===== config.mk =====
export PLATFORM = sky130hd
export DESIGN_NAME = load_align_unit
export DESIGN_NICKNAME = d
export VERILOG_FILES = /design/src/rtl/load_align_unit.sv
export SDC_FILE = /design/constraint.sdc
export NUM_CORES = 1
export LEC_CHECK = 0
export CAP_MARGIN = 20
export CORE_UTILIZATION = 40
export CTS_CLUSTER_DIAMETER = 60
export DETAILED_ROUTE_END_ITERATION = 12
export HOLD_SLACK_MARGIN = 0.02
export PLACE_DENSITY = 0.79
export SYNTH_ARGS = -nofsm -noshare
export SYNTH_HDL_FRONTEND = slang
export SYNTH_SLANG_ARGS = --single-unit

===== constraint.sdc =====
create_clock -name clk -period 2.8 [get_ports clk]
set_input_delay 0.56 -clock clk [delete_from_list [all_inputs] [get_ports clk]]
set_output_delay 0.56 -clock clk [all_outputs]
set_load 0.1 [all_outputs]

===== src/rtl/load_align_unit.sv =====
// Load path between execute and word-wide data memory: issues an aligned word read,
// then extracts and sign/zero-extends the addressed byte, halfword or word.
module load_align_unit #(
  parameter int TIMEOUT = 255
) (
  input  logic        clk,
  input  logic        rst,
  input  logic        req_valid,
  output logic        req_ready,
  input  logic [31:0] req_addr,
  input  logic        lb,
  input  logic        lbu,
  input  logic        lh,
  input  logic        lhu,
  output logic        mem_rd,
  output logic [31:0] mem_addr,
  input  logic [31:0] mem_rdata,
  input  logic        mem_rvalid,
  output logic        load_valid,
  output logic [31:0] load_data,
  output logic        load_err
);

  typedef enum logic [1:0] {IDLE = 2'd0, REQ = 2'd1, WAIT = 2'd2, DONE = 2'd3} state_t;
  typedef enum logic [1:0] {SZ_BYTE = 2'd0, SZ_HALF = 2'd1, SZ_WORD = 2'd2} size_t;

  localparam logic [7:0] TIMEOUT_C = 8'(TIMEOUT);

  state_t      state_r, next_s;
  size_t       size_r, dec_size_s;
  logic        sign_r, dec_sign_s;
  logic [1:0]  lane_r;
  logic [7:0]  cnt_r;
  logic [31:0] mem_addr_r;
  logic [31:0] load_data_r;
  logic        load_err_r;
  logic        misaligned_s;

  function automatic logic [31:0] extract(input logic [31:0] rdata, input logic [1:0] lane,
                                          input size_t size, input logic sgn);
    logic [7:0]  b;
    logic [15:0] h;
    b = rdata[8*lane +: 8];
    h = lane[1] ? rdata[31:16] : rdata[15:0];
    case (size)
      SZ_BYTE: extract = {{24{sgn & b[7]}}, b};
      SZ_HALF: extract = {{16{sgn & h[15]}}, h};
      SZ_WORD: extract = rdata;
      default: extract = 32'h0000_0000;
    endcase
  endfunction

  // Decode load type (lb > lbu > lh > lhu > lw) and alignment of the incoming request
  always_comb begin
    dec_size_s = SZ_WORD;
    dec_sign_s = 1'b0;
    if (lb) begin
      dec_size_s = SZ_BYTE;
      dec_sign_s = 1'b1;
    end else if (lbu) begin
      dec_size_s = SZ_BYTE;
    end else if (lh) begin
      dec_size_s = SZ_HALF;
      dec_sign_s = 1'b1;
    end else if (lhu) begin
      dec_size_s = SZ_HALF;
    end else begin
      dec_size_s = SZ_WORD;
    end
    misaligned_s = ((dec_size_s == SZ_HALF) && req_addr[0]) ||
                   ((dec_size_s == SZ_WORD) && (req_addr[1:0] != 2'b00));
  end

  // State register
  always_ff @(posedge clk or posedge rst) begin
    if (rst) state_r <= IDLE;
    else     state_r <= next_s;
  end

  // Next-state logic; data beats the timeout when both occur in the same cycle
  always_comb begin
    next_s = state_r;
    case (state_r)
      IDLE: begin
        if (req_valid) next_s = misaligned_s ? DONE : REQ;
        else           next_s = IDLE;
      end
      REQ:  next_s = WAIT;
      WAIT: begin
        if (mem_rvalid || (cnt_r == TIMEOUT_C)) next_s = DONE;
        else                                    next_s = WAIT;
      end
      DONE:    next_s = IDLE;
      default: next_s = IDLE;
    endcase
  end

  // Request capture, wait counter and result registers
  always_ff @(posedge clk or posedge rst) begin
    if (rst) begin
      size_r      <= SZ_WORD;
      sign_r      <= 1'b0;
      lane_r      <= 2'b00;
      cnt_r       <= 8'd0;
      mem_addr_r  <= 32'h0000_0000;
      load_data_r <= 32'h0000_0000;
      load_err_r  <= 1'b0;
    end else begin
      case (state_r)
        IDLE: begin
          if (req_valid) begin
            size_r <= dec_size_s;
            sign_r <= dec_sign_s;
            lane_r <= req_addr[1:0];
            if (misaligned_s) begin
              load_data_r <= 32'h0000_0000;
              load_err_r  <= 1'b1;
            end else begin
              mem_addr_r <= {req_addr[31:2], 2'b00};
            end
          end
        end
        REQ: cnt_r <= 8'd0;
        WAIT: begin
          if (mem_rvalid) begin
            load_data_r <= extract(mem_rdata, lane_r, size_r, sign_r);
            load_err_r  <= 1'b0;
          end else if (cnt_r == TIMEOUT_C) begin
            load_data_r <= 32'h0000_0000;
            load_err_r  <= 1'b1;
          end else begin
            cnt_r <= cnt_r + 8'd1;
          end
        end
        default: ;
      endcase
    end
  end

  assign req_ready  = (state_r == IDLE);
  assign mem_rd     = (state_r == REQ);
  assign load_valid = (state_r == DONE);
  assign mem_addr   = mem_addr_r;
  assign load_data  = load_data_r;
  assign load_err   = load_err_r;

endmodule


==> results of run 1 <==
==> worst max path at each step <==
stage | from | to | slack, ns | depth (start not counted)
after floorplan | rst | cnt_r[0] | 0.25 | 1
after global placement | req_addr[1] | mem_addr[5] | 0.51 | 6
after detailed placement | req_addr[1] | mem_addr[9] | 0.45 | 6
after CTS | size_r[0] | load_data[20] | 0.76 | 5
after global routing | size_r[0] | load_data[31] | 0.64 | 5
final | size_r[0] | load_data[31] | 0.78 | 5
==> cell usage in the layout, fill, tap and decap left out, drive strengths merged, types with 10 or more instances in the layout <==
master and n:
a2bb2oi 22, buf 74, clkbuf 10, clkdlybuf4s50 71, dfrtp 77, inv 12
mux2 39, nor2 15, nor2b 12, o2bb2ai 34
==> per-stage QoR <==
stage                     std cells  setup slack (ns)  area [um2]  hold WS, ns  util [%]
after floorplan                 331            0.2466        4040       0.4509         -
after global placement          583            0.5099        5335       0.4737     54.58
after detailed placement        583            0.4536        5335       0.4781     54.58
after CTS                       599            0.7625        5567       0.4989     56.95
after global routing            599            0.6382        5567       0.5131     56.95
final                           599            0.7811        5567       0.4936     56.95
==> cells in the mapped netlist, drive strengths merged (2+ instances only) <==
cell      n
a21oi     7
a221oi    6
a22o      2
a2bb2oi  22
a311oi    2
a31o      2
a31oi     4
and2      2
buf      19
clkbuf    7
dfrtp    77
ha        5
inv      11
mux2     39
mux2i     5
nand2     9
nand2b    2
nand3     2
nand3b    7
nand4     2
nor2     15
nor2b    12
nor3b     5
nor4bb    3
o21ai     8
o2bb2ai  34
o31a      5
==> sequential cells by signal, summed over array words and instances, names as in the netlist <==
signal,flops
cnt_r,8
lane_r,2
load_data,32
load_err,1
mem_addr,30
sign_r,1
size_r,2
state_r,2
==> area by class of cell <==
type / count / area share [%]
sequential: 78 / 35.09
multi-input combinational: 216 / 33.83
timing repair buffer: 145 / 23.20
tap: 133 / 2.989
clock buffer: 10 / 2.472
clock inverter: 6 / 1.686
inverter: 11 / 0.7417
==> worst register-to-register path: stages (launching register included) <==
cell and delay [ns]:
sky130_fd_sc_hd__dfrtp_1 0.62, sky130_fd_sc_hd__nor2_1 0.35, sky130_fd_sc_hd__mux2i_4 0.42, sky130_fd_sc_hd__buf_4 0.28
sky130_fd_sc_hd__a2bb2oi_2 0.16, sky130_fd_sc_hd__o2bb2ai_1 0.07
==> logic make-up after synthesis <==
family	Yosys count	share of synthesized area, %
compound gates	101	22.35
flops	78	48.39
simple gates	63	9.330
mux	45	13.17
buf+inv	37	5.115
fa+ha+maj	5	1.550
other cells	1	0.09291
==> layer usage <==
layer | vias up | part of all wire [%]
li1 | 1512 | -
met1 | 1605 | 42
met2 | 141 | 48
met3 | 12 | 8.4
met4 | 0 | 1.5
met5 | - | 0
==> out/qor.tcl, run 1 <==
set qor(clock_tree_from_tritoncts) {done}
set qor(worst-setup-path-type) {reg -> reg}
set qor(die_y_um) 102.5
set qor(clkTransAtPathRegs_ns) 0.09
set qor(status) {finished clean}
set qor(die_area_um2) 10500
set qor(worst_skew_pair.late_latency_ns) 0.35
set qor(largest_stage_delay_on_the_critical_path_ns) 0.62
set qor(grt_antenna_before_repair) 0
set qor(netlist_area_um2) 4036
set qor(rr_worst_depth) 5
set qor(synthDistinctLibCells) 51
set qor(fin_crit_sh_pct) 72.11
set qor(min_from) {load_data[0]}
set qor(startpoint_type) {flop}
set qor(synth_edf_count) 0
set qor(global_route.peak_usage_layer) {met2}
set qor(synth-warning-count) 0
set qor(gpl.final_weighted_congestion) 0.8061
set qor(avgSynthCellArea_um2) 12.23
set qor(cts_made_buffers) 9
set qor(root_buffer) {sky130_fd_sc_hd__clkbuf_8}
set qor(critical_path.slowest_cell) {sky130_fd_sc_hd__dfrtp_1}
set qor(path_cells) {nor2_1 -> mux2i_4 -> buf_4 -> a2bb2oi_2 -> o2bb2ai_1}
set qor(synthToLayoutAreaGrowth_pct) 37.91
set qor(worst-endpoint-required_ns) 3.02
set qor(cts.path.max_buffers) 2
set qor(hpwl_um) 7448
set qor(holdBufCountCts) 0
set qor(vias_per_cell) 5.459
set qor(hold_violation_count_in_the_final_report) 0
set qor(antennaDiodeCount) 0
set qor(postSynth.asyncResetShare_pct) 100.0
set qor(cell_types_with_the_largest_area_share_after_synthesis) {sky130_fd_sc_hd__dfrtp_1 (48%), sky130_fd_sc_hd__mux2_2 (10%), sky130_fd_sc_hd__o2bb2ai_1 (7.4%)}
set qor(finalSetupViolations) 0
set qor(post_cts.repair.setup_buffers) 0
set qor(drt-total-wl_um) 10400
set qor(filler_cell_count) 853
set qor(remaining_antenna_violation_count) 0
set qor(syn_inst) 330
set qor(htree_num_levels) 3
set qor(post-route-drc-count) 0
set qor(worst_path_dominant_cell_family) {flip-flops}
set qor(critPathCaptureType) {flop}
set qor(postSynth.topFlopCell) {sky130_fd_sc_hd__dfrtp_1}
set qor(slew_headroom_pct) 58.39
set qor(setup.reg_to_reg.worst_slack_ns) 0.78
set qor(route.detailed.wl_per_inst_um) 17.36
set qor(start_util_pct) 41.30
set qor(grt_pass1_vias) 3416
set qor(placeableCoreArea_um2) 9774
set qor(grt.overflow.total) 0
set qor(layout-drive-gt1-share_pct) 32.40
set qor(path_max_fanout) 18
set qor(total_of_cells_resized_after_clock_tree_synthesis) 0
set qor(ys_seq_elements) 78
set qor(fin_worst_skew_ns) 0.01125
set qor(floorplan.rows) 36
set qor(grt_start_max_net_pins) 79
set qor(hold-path-cell-count) 1
set qor(groute.layer.met2.usage_pct) 34.36
set qor(clock_sink_count) 78
set qor(dr_total_vias) 3270
set qor(arrival_ns) 2.24
set qor(netlist.area_leader.share_pct) 47.74
set qor(grt_util_all_layers_pct) 21.07
set qor(horizontal_die_dimension_um) 102.5
set qor(worst_r2r_endpoint) {load_data[31]}
set qor(drv_slew) 0
set qor(synth_seq_area_share_pct) 48.39
set qor(min-delay-path-class) {reg -> reg}
set qor(fmax_ghz) 0.4953
set qor(tns_ns) 0
set qor(grt_use_met3_pct) 6.566
set qor(first_pass_iters) 4
set qor(floorplan.io_pins) 140
set qor(storage_cell_area_um2) 1953
set qor(timing.rr.start) {size_r[0]}
set qor(drt_iter0_markers) 167
set qor(grt_setup_unrepaired) {false}
set qor(multi_input_comb_area_um2) 1883
set qor(portBuffers) 137
set qor(wire_length_of_the_first_global_routing_pass_um) 16810
set qor(post-synth-top-area-cell) {sky130_fd_sc_hd__dfrtp_1}
set qor(drv_cap) 0
set qor(global_route.usage.met1_pct) 26.03
set qor(nets) 538
set qor(tightest_slew_ns) 0.6228
set qor(min_clock_period_post_route_ns) 2.019
set qor(endpoint_of_the_worst_hold_timing_path) {load_data[0]}
set qor(cp.buffers_inverters) 1
Power of run 1 is left out: the tool's default activity adds up to more than one toggle a clock period on the data nets, which glitch-free logic cannot reach.
==> inputs of run 2 (changes only) <==
--- a/config.mk
+++ b/config.mk
@@ -10,7 +10,7 @@
 export CTS_CLUSTER_DIAMETER = 60
 export DETAILED_ROUTE_END_ITERATION = 12
 export HOLD_SLACK_MARGIN = 0.02
-export PLACE_DENSITY = 0.79
+export PLACE_DENSITY = 0.82
 export SYNTH_ARGS = -nofsm -noshare
 export SYNTH_HDL_FRONTEND = slang
 export SYNTH_SLANG_ARGS = --single-unit
==> constraint.sdc (replaced) <==
create_clock -name clk -period 1.85 [get_ports clk]
set_input_delay 0.37 -clock clk [delete_from_list [all_inputs] [get_ports clk]]
set_output_delay 0.37 -clock clk [all_outputs]
set_load 0.1 [all_outputs]
==> out/qor.tcl, run 2 (same netlist as run 1, synthesis figures left out) <==
set qor(fmax_ghz) 0.5557 ;# was 0.4953 GHz
set qor(floorplan.io_pins) 140 ;# unchanged
set qor(finish.utilization_pct) 67.87 ;# was 56.95%
set qor(largest_register_ffs) 32 ;# unchanged
set qor(clock_sink_count) 78 ;# unchanged
set qor(grt_util_all_layers_pct) 21.65 ;# was 21.07%
set qor(min_clock_period_post_route_ns) 1.800 ;# was 2.019 ns
set qor(hpwl_um) 8254 ;# was 7448 um
set qor(layout-drive-gt1-share_pct) 36.79 ;# was 32.40%
set qor(die_y_um) 102.5 ;# unchanged
set qor(fin_crit_sh_pct) 97.27 ;# was 72.11%
set qor(critPathCaptureType) {flop} ;# unchanged
set qor(grt_antenna_before_repair) 0 ;# unchanged
set qor(cp.buffers_inverters) 1 ;# unchanged
set qor(dr_total_vias) 3441 ;# was 3,270
set qor(status) {finished clean} ;# unchanged
set qor(start_util_pct) 41.30 ;# unchanged
set qor(placed_area_um2) 6347 ;# was 5335 um2
set qor(postLayoutCellArea_um2) 6634 ;# was 5567 um2
set qor(finalSetupViolations) 0 ;# unchanged
set qor(post-place-cells) 604 ;# was 583
set qor(power_per_standard_cell_area_nw_per_um2) 2041
set qor(htree_num_levels) 3 ;# unchanged
set qor(nets) 564 ;# was 538
set qor(layout.cells.non_filler) 625 ;# was 599
set qor(setup.reg_to_reg.worst_slack_ns) 0.05 ;# was 0.78 ns
set qor(groute.layer.met2.usage_pct) 37.44 ;# was 34.36%
set qor(worst-setup-path-type) {reg -> reg} ;# unchanged
set qor(cts.path.max_buffers) 2 ;# unchanged
set qor(worst_path_dominant_cell_family) {flip-flops} ;# unchanged
set qor(startpoint) {cnt_r[1]} ;# was size_r[0]
set qor(largest_stage_delay_on_the_critical_path_ns) 0.43 ;# was 0.62 ns
set qor(die_area_um2) 10500 ;# unchanged
set qor(arrival_ns) 2.03 ;# was 2.24 ns
set qor(min-delay-path-class) {in -> async} ;# was reg -> reg
set qor(vdd_drop_max_mv) 1.564
set qor(tightest_slew_ns) 0.5736 ;# was 0.6228 ns
set qor(static-leakage-power_nw) 2.762
set qor(most_common_library_cell_in_the_layout_ignoring_fill_and_taps) {sky130_fd_sc_hd__dfrtp_1} ;# unchanged
set qor(worst-endpoint-required_ns) 2.08 ;# was 3.02 ns
set qor(first_pass_iters) 7 ;# was 4
set qor(worst_skew_pair.late_latency_ns) 0.35 ;# about the same
set qor(worst_hold_slack_ns) 0.5019 ;# was 0.4936 ns
set qor(fin_worst_skew_ns) 0.01382 ;# was 0.01125 ns
set qor(cts_made_buffers) 9 ;# unchanged
set qor(wire_length_of_the_first_global_routing_pass_um) 17240 ;# was 16,810 um
set qor(remaining_antenna_violation_count) 0 ;# unchanged
set qor(path_max_fanout) 6 ;# was 18
set qor(path_cells) {ha_2 -> and2_2 -> a31oi_4 -> buf_4 -> mux2i_1 -> o2bb2ai_1} ;# was nor2_1 -> mux2i_4 -> buf_4 -> a2bb2oi_2 -> o2bb2ai_1
set qor(critical_path.slowest_cell) {sky130_fd_sc_hd__dfrtp_1} ;# unchanged
set qor(drv_slew) 0 ;# unchanged
set qor(horizontal_die_dimension_um) 102.5 ;# unchanged
set qor(grt_use_met3_pct) 6.088 ;# was 6.566%
set qor(grt.overflow.total) 0 ;# unchanged
set qor(tns_ns) 0 ;# unchanged
set qor(placeableCoreArea_um2) 9774 ;# unchanged
set qor(grt_start_max_net_pins) 79 ;# unchanged
set qor(floorplan.rows) 36 ;# unchanged
set qor(timing.rr.start) {cnt_r[1]} ;# was size_r[0]
set qor(grt_pass1_vias) 3458 ;# was 3,416
set qor(hold_violation_count_in_the_final_report) 0 ;# unchanged
set qor(drt_iter0_markers) 136 ;# was 167
set qor(synthToLayoutAreaGrowth_pct) 64.35 ;# was 37.91%
set qor(drv_cap) 0 ;# unchanged
set qor(leading_cell_types_in_the_layout_fill_and_taps_excluded) {sky130_fd_sc_hd__dfrtp_1 (77), sky130_fd_sc_hd__clkdlybuf4s50_1 (71), sky130_fd_sc_hd__buf_12 (70)} ;# was sky130_fd_sc_hd__dfrtp_1 (77), sky130_fd_sc_hd__buf_4 (72), sky130_fd_sc_hd__clkdlybuf4s50_1 (71)
set qor(drt-total-wl_um) 11890 ;# was 10,400 um
set qor(clock_tree_from_tritoncts) {done} ;# unchanged
set qor(startpoint_type) {flop} ;# unchanged
set qor(post-route-drc-count) 0 ;# unchanged
set qor(root_buffer) {sky130_fd_sc_hd__clkbuf_8} ;# unchanged
set qor(slew_headroom_pct) 61.59 ;# was 58.39%
set qor(vias_per_cell) 5.506 ;# was 5.459
set qor(global_route.usage.met1_pct) 26.12 ;# was 26.03%
set qor(antennaDiodeCount) 0 ;# unchanged
set qor(route.detailed.wl_per_inst_um) 19.03 ;# was 17.36 um
set qor(portBuffers) 137 ;# unchanged
set qor(gpl.final_weighted_congestion) 0.9016 ;# was 0.8061
set qor(global_route.peak_usage_layer) {met2} ;# unchanged
set qor(clkTransAtPathRegs_ns) 0.09 ;# about the same
## run 2: cell count changes in the layout (fill, tap and decap cells not counted), sizes merged
cell and delta:
buf +24, inv -1, bufinv -1, clkinvlp +1
clkinv +1, a22o +2
## run 2: final timing paths
check                                to  depth (start not counted)
setup / recovery               cnt_r[1]                          6
hold / removal             mem_addr[26]                          3
setup reg to reg               cnt_r[1]                          6
hold reg to reg               size_r[1]                          2
max in group asynchronous     size_r[1]                          3
min in group clk              size_r[1]                          2
## run 2: area by class of cell
cell class	count	area (um2)
Clock buffer	10	137.6
Clock inverter	6	68.82
Fill cell	700	3141
Inverter	11	45.04
Multi-Input combinational cell	218	1941
Sequential cell	78	1953
Tap cell	133	166.4
Timing Repair Buffer	169	2322
## run 2: metrics by stage
step | worst slack [ns] | total power (W)
2_1_floorplan | 0.1315 | 0.008784
3_3_place_gp | -0.2397 | 0.01199
3_5_place_dp | -0.2403 | 0.01214
4_1_cts | 0.05796 | 0.01348
5_1_grt | -0.02367 | 0.01403
6_report | 0.05046 | 0.01354
## run 2: layer usage
layer | up-vias | part of all wire, % | routed length (um)
met1 | 1696 | 39 | 4664
met2 | 163 | 52 | 6157
met5 | - | 0 | 0
li1 | 1568 | - | -
met4 | 0 | 1.2 | 147
met3 | 14 | 7.8 | 923
## run 2: timing repair
action                                  CTS  global route
gates resized for setup                   0             5
hold endpoints to repair                  0             0
setup buffers                             0             3
endpoints found under the setup margin    0            33
hold buffers                              0             0
## run 2: worst min-delay path, cell delays in order
cell and delay [ns]:
sky130_fd_sc_hd__clkdlybuf4s50_1 0.45, sky130_fd_sc_hd__clkinvlp_4 0.10, sky130_fd_sc_hd__buf_12 0.35
## run 2: report_power, final
part           switching [W]  leakage, nW  internal [W]  total (W)
Clock               0.000660        0.103      0.000667    0.00133
Sequential          0.000643        0.994       0.00228    0.00292
Combinational        0.00559         1.67       0.00370    0.00929
Note: power is estimated with default switching activity, not from simulation.
==> inputs of run 3 (changes only) <==
--- a/config.mk
+++ b/config.mk
@@ -6,11 +6,13 @@
 export NUM_CORES = 1
 export LEC_CHECK = 0
 export CAP_MARGIN = 20
-export CORE_UTILIZATION = 40
+export CELL_PAD_IN_SITES_DETAIL_PLACEMENT = 1
+export CELL_PAD_IN_SITES_GLOBAL_PLACEMENT = 1
+export CORE_UTILIZATION = 32
 export CTS_CLUSTER_DIAMETER = 60
 export DETAILED_ROUTE_END_ITERATION = 12
 export HOLD_SLACK_MARGIN = 0.02
-export PLACE_DENSITY = 0.82
+export PLACE_DENSITY = 0.84
 export SYNTH_ARGS = -nofsm -noshare
 export SYNTH_HDL_FRONTEND = slang
 export SYNTH_SLANG_ARGS = --single-unit
==> out/qor.tcl, run 3 (same netlist as run 1, synthesis figures left out) <==
set qor(portBuffers) 137 ;# unchanged
set qor(dr_total_vias) 3366 ;# was 3,441
set qor(critical_path.slowest_cell) {sky130_fd_sc_hd__mux4_2} ;# was sky130_fd_sc_hd__dfrtp_1
set qor(grt_start_max_net_pins) 34 ;# was 79
set qor(cp.buffers_inverters) 1 ;# unchanged
set qor(wire_length_of_the_first_global_routing_pass_um) 20580 ;# was 17,240 um
set qor(clkTransAtPathRegs_ns) 0.06 ;# was 0.09 ns
set qor(filler_cell_count) 1218 ;# was 700
set qor(htree_num_levels) 3 ;# unchanged
set qor(die_area_um2) 13070 ;# was 10,500 um2
set qor(postLayoutCellArea_um2) 6774 ;# was 6634 um2
set qor(status) {finished clean} ;# unchanged
set qor(floorplan.io_pins) 140 ;# unchanged
set qor(arrival_ns) 2.04 ;# was 2.03 ns
set qor(worst-setup-path-type) {in -> reg} ;# was reg -> reg
set qor(path_max_fanout) 7 ;# was 6
set qor(worst_path_dominant_cell_family) {compound AO/OA/AOI/OAI gates} ;# was flip-flops
set qor(antennaDiodeCount) 0 ;# unchanged
set qor(min-delay-path-class) {in -> async} ;# unchanged
set qor(static-leakage-power_nw) 2.816 ;# was 2.762 nW
set qor(path_cells) {clkdlybuf4s50_1 -> mux4_2 -> nor3b_4 -> a221oi_1 -> o2bb2ai_1} ;# was ha_2 -> and2_2 -> a31oi_4 -> buf_4 -> mux2i_1 -> o2bb2ai_1
set qor(most_common_library_cell_in_the_layout_ignoring_fill_and_taps) {sky130_fd_sc_hd__dfrtp_1} ;# unchanged
set qor(critPathCaptureType) {flop} ;# unchanged
set qor(drt_iter0_markers) 182 ;# was 136
set qor(setup.reg_to_reg.worst_slack_ns) 0.06 ;# was 0.05 ns
set qor(die_y_um) 114.3 ;# was 102.5 um
set qor(vias_per_cell) 5.108 ;# was 5.506
set qor(largest_register_ffs) 32 ;# unchanged
set qor(placed_area_um2) 6446 ;# was 6347 um2
set qor(post-route-drc-count) 0 ;# unchanged
set qor(synthToLayoutAreaGrowth_pct) 67.82 ;# was 64.35%
set qor(fin_ws_ns) 0.02346 ;# was 0.05046 ns
set qor(hpwl_um) 9821 ;# was 8254 um
set qor(layout.cells.non_filler) 659 ;# was 625
set qor(gpl.final_weighted_congestion) 0.8442 ;# was 0.9016
set qor(hold_violation_count_in_the_final_report) 0 ;# unchanged
set qor(clock_sink_count) 78 ;# unchanged
set qor(slew_headroom_pct) 58.63 ;# was 61.59%
set qor(remaining_antenna_violation_count) 0 ;# unchanged
set qor(vdd_drop_max_mv) 1.773 ;# was 1.564 mV
set qor(grt_antenna_before_repair) 0 ;# unchanged
set qor(cts.path.max_buffers) 2 ;# unchanged
set qor(grt_util_all_layers_pct) 21.21 ;# was 21.65%
set qor(fin_worst_skew_ns) 0.009765 ;# was 0.01382 ns
set qor(placeableCoreArea_um2) 12160 ;# was 9774 um2
set qor(min_clock_period_post_route_ns) 1.827 ;# was 1.800 ns
set qor(post-place-cells) 643 ;# was 604
set qor(drt-total-wl_um) 12830 ;# was 11,890 um
set qor(drv_cap) 0 ;# unchanged
set qor(largest_stage_delay_on_the_critical_path_ns) 0.49 ;# was 0.43 ns
set qor(worst-endpoint-required_ns) 2.07 ;# was 2.08 ns
set qor(tightest_slew_ns) 0.6177 ;# was 0.5736 ns
set qor(horizontal_die_dimension_um) 114.3 ;# was 102.5 um
set qor(layout-drive-gt1-share_pct) 36.46 ;# was 36.79%
set qor(grt.overflow.total) 0 ;# unchanged
set qor(power_per_standard_cell_area_nw_per_um2) 2080 ;# was 2041 nW/um2
set qor(tns_ns) 0 ;# unchanged
set qor(root_buffer) {sky130_fd_sc_hd__clkbuf_16} ;# was sky130_fd_sc_hd__clkbuf_8
set qor(leading_cell_types_in_the_layout_fill_and_taps_excluded) {sky130_fd_sc_hd__dfrtp_1 (77), sky130_fd_sc_hd__clkdlybuf4s50_1 (71), sky130_fd_sc_hd__buf_12 (71)} ;# was sky130_fd_sc_hd__dfrtp_1 (77), sky130_fd_sc_hd__clkdlybuf4s50_1 (71), sky130_fd_sc_hd__buf_12 (70)
set qor(worst_skew_pair.late_latency_ns) 0.35 ;# about the same
set qor(place_ws_ns) -0.3974 ;# was -0.2403 ns
set qor(start_util_pct) 33.19 ;# was 41.30%
set qor(first_pass_iters) 4 ;# was 7
set qor(route.detailed.wl_per_inst_um) 19.47 ;# was 19.03 um
set qor(grt_setup_unrepaired) {true}
set qor(finalSetupViolations) 0 ;# unchanged
set qor(drv_slew) 0 ;# unchanged
set qor(fin_crit_sh_pct) 98.73 ;# was 97.27%
set qor(fmax_ghz) 0.5475 ;# was 0.5557 GHz
set qor(startpoint_type) {primary input} ;# was flop
set qor(cts_made_buffers) 9 ;# unchanged
set qor(floorplan.rows) 40 ;# was 36
set qor(nets) 563 ;# was 564
set qor(clock_tree_from_tritoncts) {done} ;# unchanged
set qor(grt_pass1_vias) 3810 ;# was 3,458
-- run 3: area by class of cell --
| cell class | instances | area (um2) | area share [%] |
|---|---|---|---|
| Clock buffer | 10 | 229.0 | 3.380 |
| Clock inverter | 6 | 86.33 | 1.274 |
| Inverter | 11 | 45.04 | 0.6649 |
| Multi-Input combinational cell | 216 | 1908 | 28.17 |
| Sequential cell | 78 | 1953 | 28.83 |
| Tap cell | 168 | 210.2 | 3.103 |
| Timing Repair Buffer | 170 | 2342 | 34.58 |
-- run 3: final timing paths --
kind                           endpoint  cells past startpoint     startpoint
setup / recovery           load_data[9]                      5  mem_rdata[15]
hold / removal             mem_addr[25]                      2            rst
setup reg to reg           load_data[9]                      4      size_r[0]
hold reg to reg                  sign_r                      2         sign_r
max in group asynchronous     size_r[1]                      3            rst
min in group clk                 sign_r                      2         sign_r
-- run 3: stage by stage --
step	util [%]	hold slack, ns	total power [W]
floorplan	-	0.4509	0.008784
global placement	53.00	0.4684	0.01202
detailed placement	53.00	0.4727	0.01226
CTS	55.64	0.3669	0.01423
global route	55.70	0.3826	0.01462
finish	55.70	0.3742	0.01409
-- run 3: worst reg2reg max path, stage by stage, from the launching register on --
cell	delay, ns
sky130_fd_sc_hd__dfrtp_1	0.58
sky130_fd_sc_hd__buf_4	0.25
sky130_fd_sc_hd__nor2b_1	0.47
sky130_fd_sc_hd__a221oi_1	0.23
sky130_fd_sc_hd__o2bb2ai_1	0.19
-- run 3: where the power goes --
part,internal (W),switching (W),total (W)
registers,0.00228,0.000656,0.00294
logic,0.00367,0.00559,0.00926
clock network,0.00118,0.000712,0.00189
-- run 3: metal layers --
metal	global-route usage [%]	up-vias	share of wire, %
met5	0	-	0
met4	8.831	0	1.9
met3	7.570	17	7.2
met2	37.41	118	52
met1	23.02	1675	38
li1	-	1556	-
-- run 3: timing repair --
item / CTS / global route
hold buffers: 0 / 0
pin swaps: 0 / 0
resized for setup: 1 / 2
setup buffers: 0 / 0
setup endpoints to repair: 27 / 11
